$ cat config.mk
export PLATFORM = sky130hd
export DESIGN_NAME = apb_master_flat
export DESIGN_NICKNAME = d
export VERILOG_FILES = /design/src/rtl/apb_master_if.sv /design/src/rtl/apb_master.sv /design/src/flat_wrapper.sv
export SDC_FILE = /design/constraint.sdc
export NUM_CORES = 1
export LEC_CHECK = 0
export CORE_UTILIZATION = 46
export DETAILED_ROUTE_END_ITERATION = 12
export PLACE_DENSITY = 0.9
export SETUP_SLACK_MARGIN = 0.5
export SYNTH_ARGS = -nofsm -noshare
export SYNTH_HDL_FRONTEND = slang
export SYNTH_SLANG_ARGS = --single-unit
$ cat constraint.sdc
create_clock -name clk -period 4.98 [get_ports clk]
set_clock_uncertainty 0.15 [all_clocks]
set_input_delay 0.996 -clock clk [delete_from_list [all_inputs] [get_ports clk]]
set_output_delay 0.996 -clock clk [all_outputs]
set_load 0.005 [all_outputs]
$ cat src/rtl/apb_master_if.sv
// APB bus bundle between one requester-side master and a completer.
interface apb_if #(
    parameter int ADDR_WIDTH = 32,
    parameter int DATA_WIDTH = 32
);
    logic                  psel;
    logic                  penable;
    logic                  pwrite;
    logic [ADDR_WIDTH-1:0] paddr;
    logic [DATA_WIDTH-1:0] pwdata;
    logic [DATA_WIDTH-1:0] prdata;
    logic                  pready;
    logic                  pslverr;

    modport master (
        output psel, penable, pwrite, paddr, pwdata,
        input  prdata, pready, pslverr
    );

    modport slave (
        input  psel, penable, pwrite, paddr, pwdata,
        output prdata, pready, pslverr
    );
endinterface

$ cat src/rtl/apb_master.sv
// Valid/ready request -> single APB transfer -> valid/ready response; min latency 3 cycles.
// One transfer in flight; req_ready only in IDLE, response held until rsp_ready.
module apb_master #(
    parameter int DATA_WIDTH     = 32,
    parameter int ADDR_WIDTH     = 32,
    parameter int TIMEOUT_CYCLES = 256
) (
    input  logic                  clk,
    input  logic                  arstn,
    input  logic                  req_valid,
    output logic                  req_ready,
    input  logic [ADDR_WIDTH-1:0] req_addr,
    input  logic                  req_write,
    input  logic [DATA_WIDTH-1:0] req_wdata,
    output logic                  rsp_valid,
    input  logic                  rsp_ready,
    output logic [DATA_WIDTH-1:0] rsp_rdata,
    output logic                  rsp_err,
    apb_if.master                 apb_out
);

    typedef enum logic [1:0] {
        IDLE   = 2'd0,
        SETUP  = 2'd1,
        ACCESS = 2'd2,
        RESP   = 2'd3
    } state_t;

    localparam int               CNT_W    = 16;
    localparam logic [CNT_W-1:0] CNT_LAST = CNT_W'(TIMEOUT_CYCLES - 1);

    state_t                state_q;
    state_t                state_d;
    logic [CNT_W-1:0]      cnt_q;
    logic                  pwrite_q;
    logic [ADDR_WIDTH-1:0] paddr_q;
    logic [DATA_WIDTH-1:0] pwdata_q;
    logic [DATA_WIDTH-1:0] rdata_q;
    logic                  err_q;

    logic accept;
    logic aligned;
    logic xfer_done;
    logic tmo;

    assign aligned = (req_addr[1:0] == 2'b00);

    // Next-state and transfer strobes; APB inputs only matter in ACCESS.
    always_comb begin
        state_d   = state_q;
        accept    = 1'b0;
        xfer_done = 1'b0;
        tmo       = 1'b0;
        unique case (state_q)
            IDLE: begin
                if (req_valid) begin
                    accept  = 1'b1;
                    state_d = aligned ? SETUP : RESP;
                end
            end
            SETUP: begin
                state_d = ACCESS;
            end
            ACCESS: begin
                if (apb_out.pready) begin
                    xfer_done = 1'b1;
                    state_d   = RESP;
                end else if (cnt_q == CNT_LAST) begin
                    tmo     = 1'b1;
                    state_d = RESP;
                end
            end
            RESP: begin
                if (rsp_ready) begin
                    state_d = IDLE;
                end
            end
            default: begin
                state_d = IDLE;
            end
        endcase
    end

    always_ff @(posedge clk or negedge arstn) begin
        if (!arstn) begin
            state_q <= IDLE;
        end else begin
            state_q <= state_d;
        end
    end

    // Address phase registers stay frozen from SETUP through the last ACCESS cycle.
    always_ff @(posedge clk or negedge arstn) begin
        if (!arstn) begin
            pwrite_q <= 1'b0;
            paddr_q  <= '0;
            pwdata_q <= '0;
        end else if (accept && aligned) begin
            pwrite_q <= req_write;
            paddr_q  <= req_addr;
            pwdata_q <= req_wdata;
        end
    end

    always_ff @(posedge clk or negedge arstn) begin
        if (!arstn) begin
            cnt_q <= '0;
        end else if (accept && aligned) begin
            cnt_q <= '0;
        end else if (state_q == ACCESS && !xfer_done && !tmo) begin
            cnt_q <= cnt_q + 1'b1;
        end
    end

    // Response payload is only written on entry to RESP, so it holds while stalled.
    always_ff @(posedge clk or negedge arstn) begin
        if (!arstn) begin
            rdata_q <= '0;
            err_q   <= 1'b0;
        end else if (accept && !aligned) begin
            rdata_q <= '0;
            err_q   <= 1'b1;
        end else if (xfer_done) begin
            err_q   <= apb_out.pslverr;
            rdata_q <= (!pwrite_q && !apb_out.pslverr) ? apb_out.prdata : '0;
        end else if (tmo) begin
            rdata_q <= '0;
            err_q   <= 1'b1;
        end
    end

    assign req_ready = (state_q == IDLE);
    assign rsp_valid = (state_q == RESP);
    assign rsp_rdata = rdata_q;
    assign rsp_err   = err_q;

    assign apb_out.psel    = (state_q == SETUP) || (state_q == ACCESS);
    assign apb_out.penable = (state_q == ACCESS);
    assign apb_out.pwrite  = pwrite_q;
    assign apb_out.paddr   = paddr_q;
    assign apb_out.pwdata  = pwdata_q;

endmodule

$ cat src/flat_wrapper.sv
// flat-port wrapper written by rule: the top's interface ports become plain ports
module apb_master_flat 
#(
    parameter int DATA_WIDTH     = 32,
    parameter int ADDR_WIDTH     = 32,
    parameter int TIMEOUT_CYCLES = 256
)
  (clk, arstn, req_valid, req_ready, req_addr, req_write, req_wdata, rsp_valid, rsp_ready, rsp_rdata, rsp_err, apb_out_psel, apb_out_penable, apb_out_pwrite, apb_out_paddr, apb_out_pwdata, apb_out_prdata, apb_out_pready, apb_out_pslverr);
  apb_if #(.ADDR_WIDTH(ADDR_WIDTH), .DATA_WIDTH(DATA_WIDTH)) apb_out_i ();
  input  logic clk;
  input  logic arstn;
  input  logic req_valid;
  output logic req_ready;
  input  logic [ADDR_WIDTH-1:0] req_addr;
  input  logic req_write;
  input  logic [DATA_WIDTH-1:0] req_wdata;
  output logic rsp_valid;
  input  logic rsp_ready;
  output logic [DATA_WIDTH-1:0] rsp_rdata;
  output logic rsp_err;
  output wire logic [$bits(apb_out_i.psel)-1:0] apb_out_psel;
  output wire logic [$bits(apb_out_i.penable)-1:0] apb_out_penable;
  output wire logic [$bits(apb_out_i.pwrite)-1:0] apb_out_pwrite;
  output wire logic [$bits(apb_out_i.paddr)-1:0] apb_out_paddr;
  output wire logic [$bits(apb_out_i.pwdata)-1:0] apb_out_pwdata;
  input wire logic [$bits(apb_out_i.prdata)-1:0] apb_out_prdata;
  input wire logic [$bits(apb_out_i.pready)-1:0] apb_out_pready;
  input wire logic [$bits(apb_out_i.pslverr)-1:0] apb_out_pslverr;
  assign apb_out_psel = apb_out_i.psel;
  assign apb_out_penable = apb_out_i.penable;
  assign apb_out_pwrite = apb_out_i.pwrite;
  assign apb_out_paddr = apb_out_i.paddr;
  assign apb_out_pwdata = apb_out_i.pwdata;
  assign apb_out_i.prdata = apb_out_prdata;
  assign apb_out_i.pready = apb_out_pready;
  assign apb_out_i.pslverr = apb_out_pslverr;
  apb_master #(.DATA_WIDTH(DATA_WIDTH), .ADDR_WIDTH(ADDR_WIDTH), .TIMEOUT_CYCLES(TIMEOUT_CYCLES)) u_core (.clk(clk), .arstn(arstn), .req_valid(req_valid), .req_ready(req_ready), .req_addr(req_addr), .req_write(req_write), .req_wdata(req_wdata), .rsp_valid(rsp_valid), .rsp_ready(rsp_ready), .rsp_rdata(rsp_rdata), .rsp_err(rsp_err), .apb_out(apb_out_i));
endmodule
## Yosys cells after proc, flatten, opt, wreduce, memory -nomap -nowiden

Cells that the tools add are included.

- Word-level logic and storage cells: 53
- Register bits: 116
- Output and inout port bits: 102
- Input bits: 103

- Equal/unequal tests: 7
- Add/subtract/negate cells: 1
- Mux-type cells: 22
- Reduce and logical (&&, ||, !) cells: 16

Operators with widths:

| operator | count |
|---|---|
| 32-bit two-way mux | 4 |
| 16-bit two-way mux | 2 |
| 16-bit by 1-bit adder with 16-bit output, second input constant | 1 |
| 16-bit by 8-bit == test with 1-bit output, second input constant | 1 |
| 1-bit two-way mux | 10 |
| 2-bit two-way mux | 5 |
| 2-bit case mux with 4 select lines | 1 |
| 1-bit logical AND | 5 |
| 1-bit zero test | 5 |
| 2-bit == test, second input constant | 2 |
| 2-bit zero test | 2 |
| 3-bit by 1-bit inequality test with 1-bit output, second input constant | 1 |
| 3-bit AND reduction | 1 |
| 3-bit nonzero test | 1 |
| 2-bit by 1-bit == test with 1-bit output, second input constant | 1 |
| 2-bit by 1-bit inequality test with 1-bit output, second input constant | 1 |
| 2-bit inequality test, second input constant | 1 |
| 2-bit nonzero test | 1 |
| 1-bit logical OR | 1 |

## Longest topological paths before layout

- Depth after elaboration: 8
- Depth in mapped cells: 8
- Mapped depth without buffers: 6

## Least setup slack after synthesis

No wires, ideal clock.

- Kind: input -> register
- From: input port req_valid
- To: register u_core.cnt_q[10]
- Data required time: 4.709 ns
- Cell stages on the path: 5
- Path buffers: 2
- Slack: 2.830 ns
- Arrival: 1.879 ns
- Setup time: 0.121 ns
- Cell sequence: nand2_1 nor3_1 buf_2 buf_2 nor2_1

- Word-level cells in the longest chain between the ends: 4
- Elaborated cells on any way between the ends: 5
- Classes of those cells: 3 x mux; 2 x reduce/logical

Ends and longest elaborated chain:

| element | RTL line | RTL |
|---|---|---|
| start, declared | flat_wrapper.sv:12 | `input logic req_valid;` |
| 1-bit two-way mux * | apb_master.sv:56 | `if (req_valid) begin` |
| 1-bit two-way mux * | apb_master.sv:54 | `unique case (state_q)` |
| 1-bit logical AND * | apb_master.sv:108 | `end else if (accept && aligned) begin` |
| 16-bit two-way mux / 2-bit nonzero test (equally long branches) | -- |  |
| end signal, assigned | apb_master.sv:111 | `cnt_q <= cnt_q + 1'b1;` |
| end, declared | apb_master.sv:34 | `logic [CNT_W-1:0] cnt_q;` |

Mark *: on every way between the ends. The rest lies on a longest branch, timed or not.
A chain may end at the register's enable or synchronous reset.

## Worst setup path after layout

- From: register u_core.state_q[0]
- To: output port apb_out_penable

- Word-level cells in the longest chain between the ends: 1

Ends and longest elaborated chain:

| element | RTL line | RTL |
|---|---|---|
| start, declared | apb_master.sv:32 | `state_t state_q;` |
| start signal, assigned | apb_master.sv:88 | `state_q <= state_d;` |
| 2-bit == test | apb_master.sv:138 | `assign apb_out.penable = (state_q == ACCESS);` |
| end, declared | flat_wrapper.sv:22 | `output wire logic [$bits(apb_out_i.penable)-1:0] apb_out_penable;` |

Every way passes these cells.

==> out/qor.txt <==
Fin Hold WS = 0.2301 ns
CP arrival = 1.96 ns
period utilization = 62.47%
vias in the first global route = 4867
Leakage = 0.003478 uW
Routed WL = 14470 um
Ys Warns = 0
ANT nets after route = 0
Cell Rows = 37
Post-synth EDFFs = 0
Worst EP required = 3.83 ns
share of post-route cells with drive strength above 1 = 6.452%
clk sinks = 116
Hold Crit Class = in -> async
Reg clk slew, reported paths = 0.06 ns
Layout Nets = 839
setup violators final = 0
Worst Tran Pin Value = 1.319 ns
Syn Area/Cell = 9.288 um2
synth cell count leaders = nand2_1 (197), dfrtp_1 (116), a21oi_1 (75)
Syn Nets = 644
total CTS buffers = 17
critical setup path kind = reg -> out
Util after Layout = 73.51%
largest net degree at the start of global routing = 80
Post-CTS Resized = 0
Worst setup SP type = register
clk buf depth = 2
I/O pins = 205
fill count = 705
Place WS = 1.554 ns
setup slack after layout = 1.869 ns
initial antenna violation count = 0
drt pass-1 iters = 5
count leader, synth = nand2_1
root buffer cell = clkbuf_8
TritonCTS clock tree = yes
run status = finished clean
Pwr Density = 579.6 nW/um2
initial drt markers = 321
ANT cells = 0
DRC viols = 0
Die Ht = 106.0 um
Area growth, synth to finish = 53.81%
Final Hold Vio Count = 0
die area = 11240 um2
hold-fix buffers at CTS = 0
crit path max fanout = 8
clock period minus worst slack = 3.111 ns
setup_tns = 0 ns
Synth Flop Type = dfrtp_1
max cap viols = 0
Die Span X = 106.0 um
Mapped Cells = 536
Synth Register Bits = 116
Tot Pwr = 4438 uW
H-tree Lvls = 4
global-route usage over all layers = 26.75%
Rel. slew slack = 11.95%
Initial Util = 47.80%
sequential area share after synthesis = 58.31%
Area contributors post-synth = dfrtp_1 (58%), nand2_1 (15%), a21oi_1 (7.5%)
postcts setup bufs = 0
count of unique library cells instantiated by Yosys = 35
input/output buffers = 204
area leader, netlist = dfrtp_1
GPL Wtd Cong = 0.7837
grt total ovfl = 0
worst vdd ir = 361.0 uV
first-pass GRT wire length = 23470 um
placed wire-length estimate = 9649 um
Pins Over Slew Limit = 0
Max Clk Rate = 0.3215 GHz
Synth top area share = 58.31%
via count = 4755
DR vias/cell = 5.403
Mapped Area = 4979 um2
RSZ-0062 raised after global routing = no
CP endpoint kind = primary output
asr flop ratio synth = 100.0%
wire per inst = 16.45 um
clock latency on the worst-skew pair = 0.52 ns
core area = 10420 um2
[cells in the final DEF, fill, tap and decap left out, drive strengths merged, types with 5 or more instances in the layout]
master / netlist / layout
clkdlybuf4s50: 0 / 203
dfrtp: 116 / 116
clkinv: 0 / 8
a21oi: 75 / 75
o21ai: 11 / 11
clkbuf: 15 / 17
buf: 18 / 6
nand3: 8 / 8
nand2: 197 / 197
inv: 5 / 7
nand4: 6 / 6
nor2: 9 / 9
ha: 5 / 5
a211oi: 32 / 32
or3: 7 / 7
[registers in the layout, summed over array words and instances (netlist names)]
name                   flops
u_core.apb_out.paddr      32
u_core.apb_out.pwdata     32
u_core.apb_out.pwrite      1
u_core.cnt_q              16
u_core.rsp_err             1
u_core.rsp_rdata          32
u_core.state_q             2
[area by class of cell]
type | count | area (um2) | area share [%]
Sequential cell | 116 | 2903 | 37.91
Clock inverter | 15 | 158.9 | 2.075
Tap cell | 136 | 170.2 | 2.222
Inverter | 5 | 18.77 | 0.2451
Multi-Input combinational cell | 382 | 1916 | 25.02
Clock buffer | 17 | 414.1 | 5.408
Timing Repair Buffer | 209 | 2077 | 27.12
[path summary, 6_finish.rpt]
| path | from | end | slack (ns) | cells past startpoint |
|---|---|---|---|---|
| min in group clk | u_core.apb_out.pwdata[14]$_DFFE_PN0P_ | u_core.apb_out.pwdata[14]$_DFFE_PN0P_ | 0.32 | 2 |
| worst max register to register | u_core.state_q[0]$_DFFE_PN0P_ | u_core.rsp_rdata[3]$_DFFE_PN0P_ | 2.29 | 7 |
| max in group asynchronous | arstn | u_core.apb_out.pwdata[23]$_DFFE_PN0P_ | 3.51 | 2 |
| worst max-delay path | u_core.state_q[0]$_DFFE_PN0P_ | apb_out_penable | 1.87 | 3 |
| worst min-delay path | arstn | u_core.rsp_rdata[17]$_DFFE_PN0P_ | 0.23 | 1 |
| worst min register to register | u_core.apb_out.pwdata[14]$_DFFE_PN0P_ | u_core.apb_out.pwdata[14]$_DFFE_PN0P_ | 0.32 | 2 |
[metrics by stage]
stage	instance area [um2]	cells
global placement	7084	848
floorplan	4979	536
CTS	7657	880
finish	7657	880
detailed placement	7084	848
global route	7657	880
[cell families after synthesis]
group	count (synthesis)	share of synthesized area, %
AO/OA/AOI/OAI	126	14.85
XOR/XNOR	2	0.3519
adder cells (fa/ha/maj)	5	1.257
buffers and inverters	38	3.569
flip-flops	116	58.31
multiplexers	1	0.2011
AND/OR/NAND/NOR	248	21.46
[power breakdown]
| group | internal, uW | switching [uW] | total [uW] |
|---|---|---|---|
| Combinational | 984 | 701 | 1680 |
| Clock | 714 | 455 | 1170 |
| Sequential | 1340 | 247 | 1580 |
[routing by layer]
layer,wire [um],track usage [%],vias up
li1,-,-,2216
met1,5511,30.64,2276
met2,7313,45.05,218
met3,1131,7.909,45
met4,517,14.48,0
met5,0,0,-
[worst max-delay path, cell delays in order, from the launching register on]
cell and delay [ns]:
dfrtp_1 0.41, inv_1 0.12, ha_1 0.32, clkdlybuf4s50_1 0.59
Power figures use the tool's default switching activity.
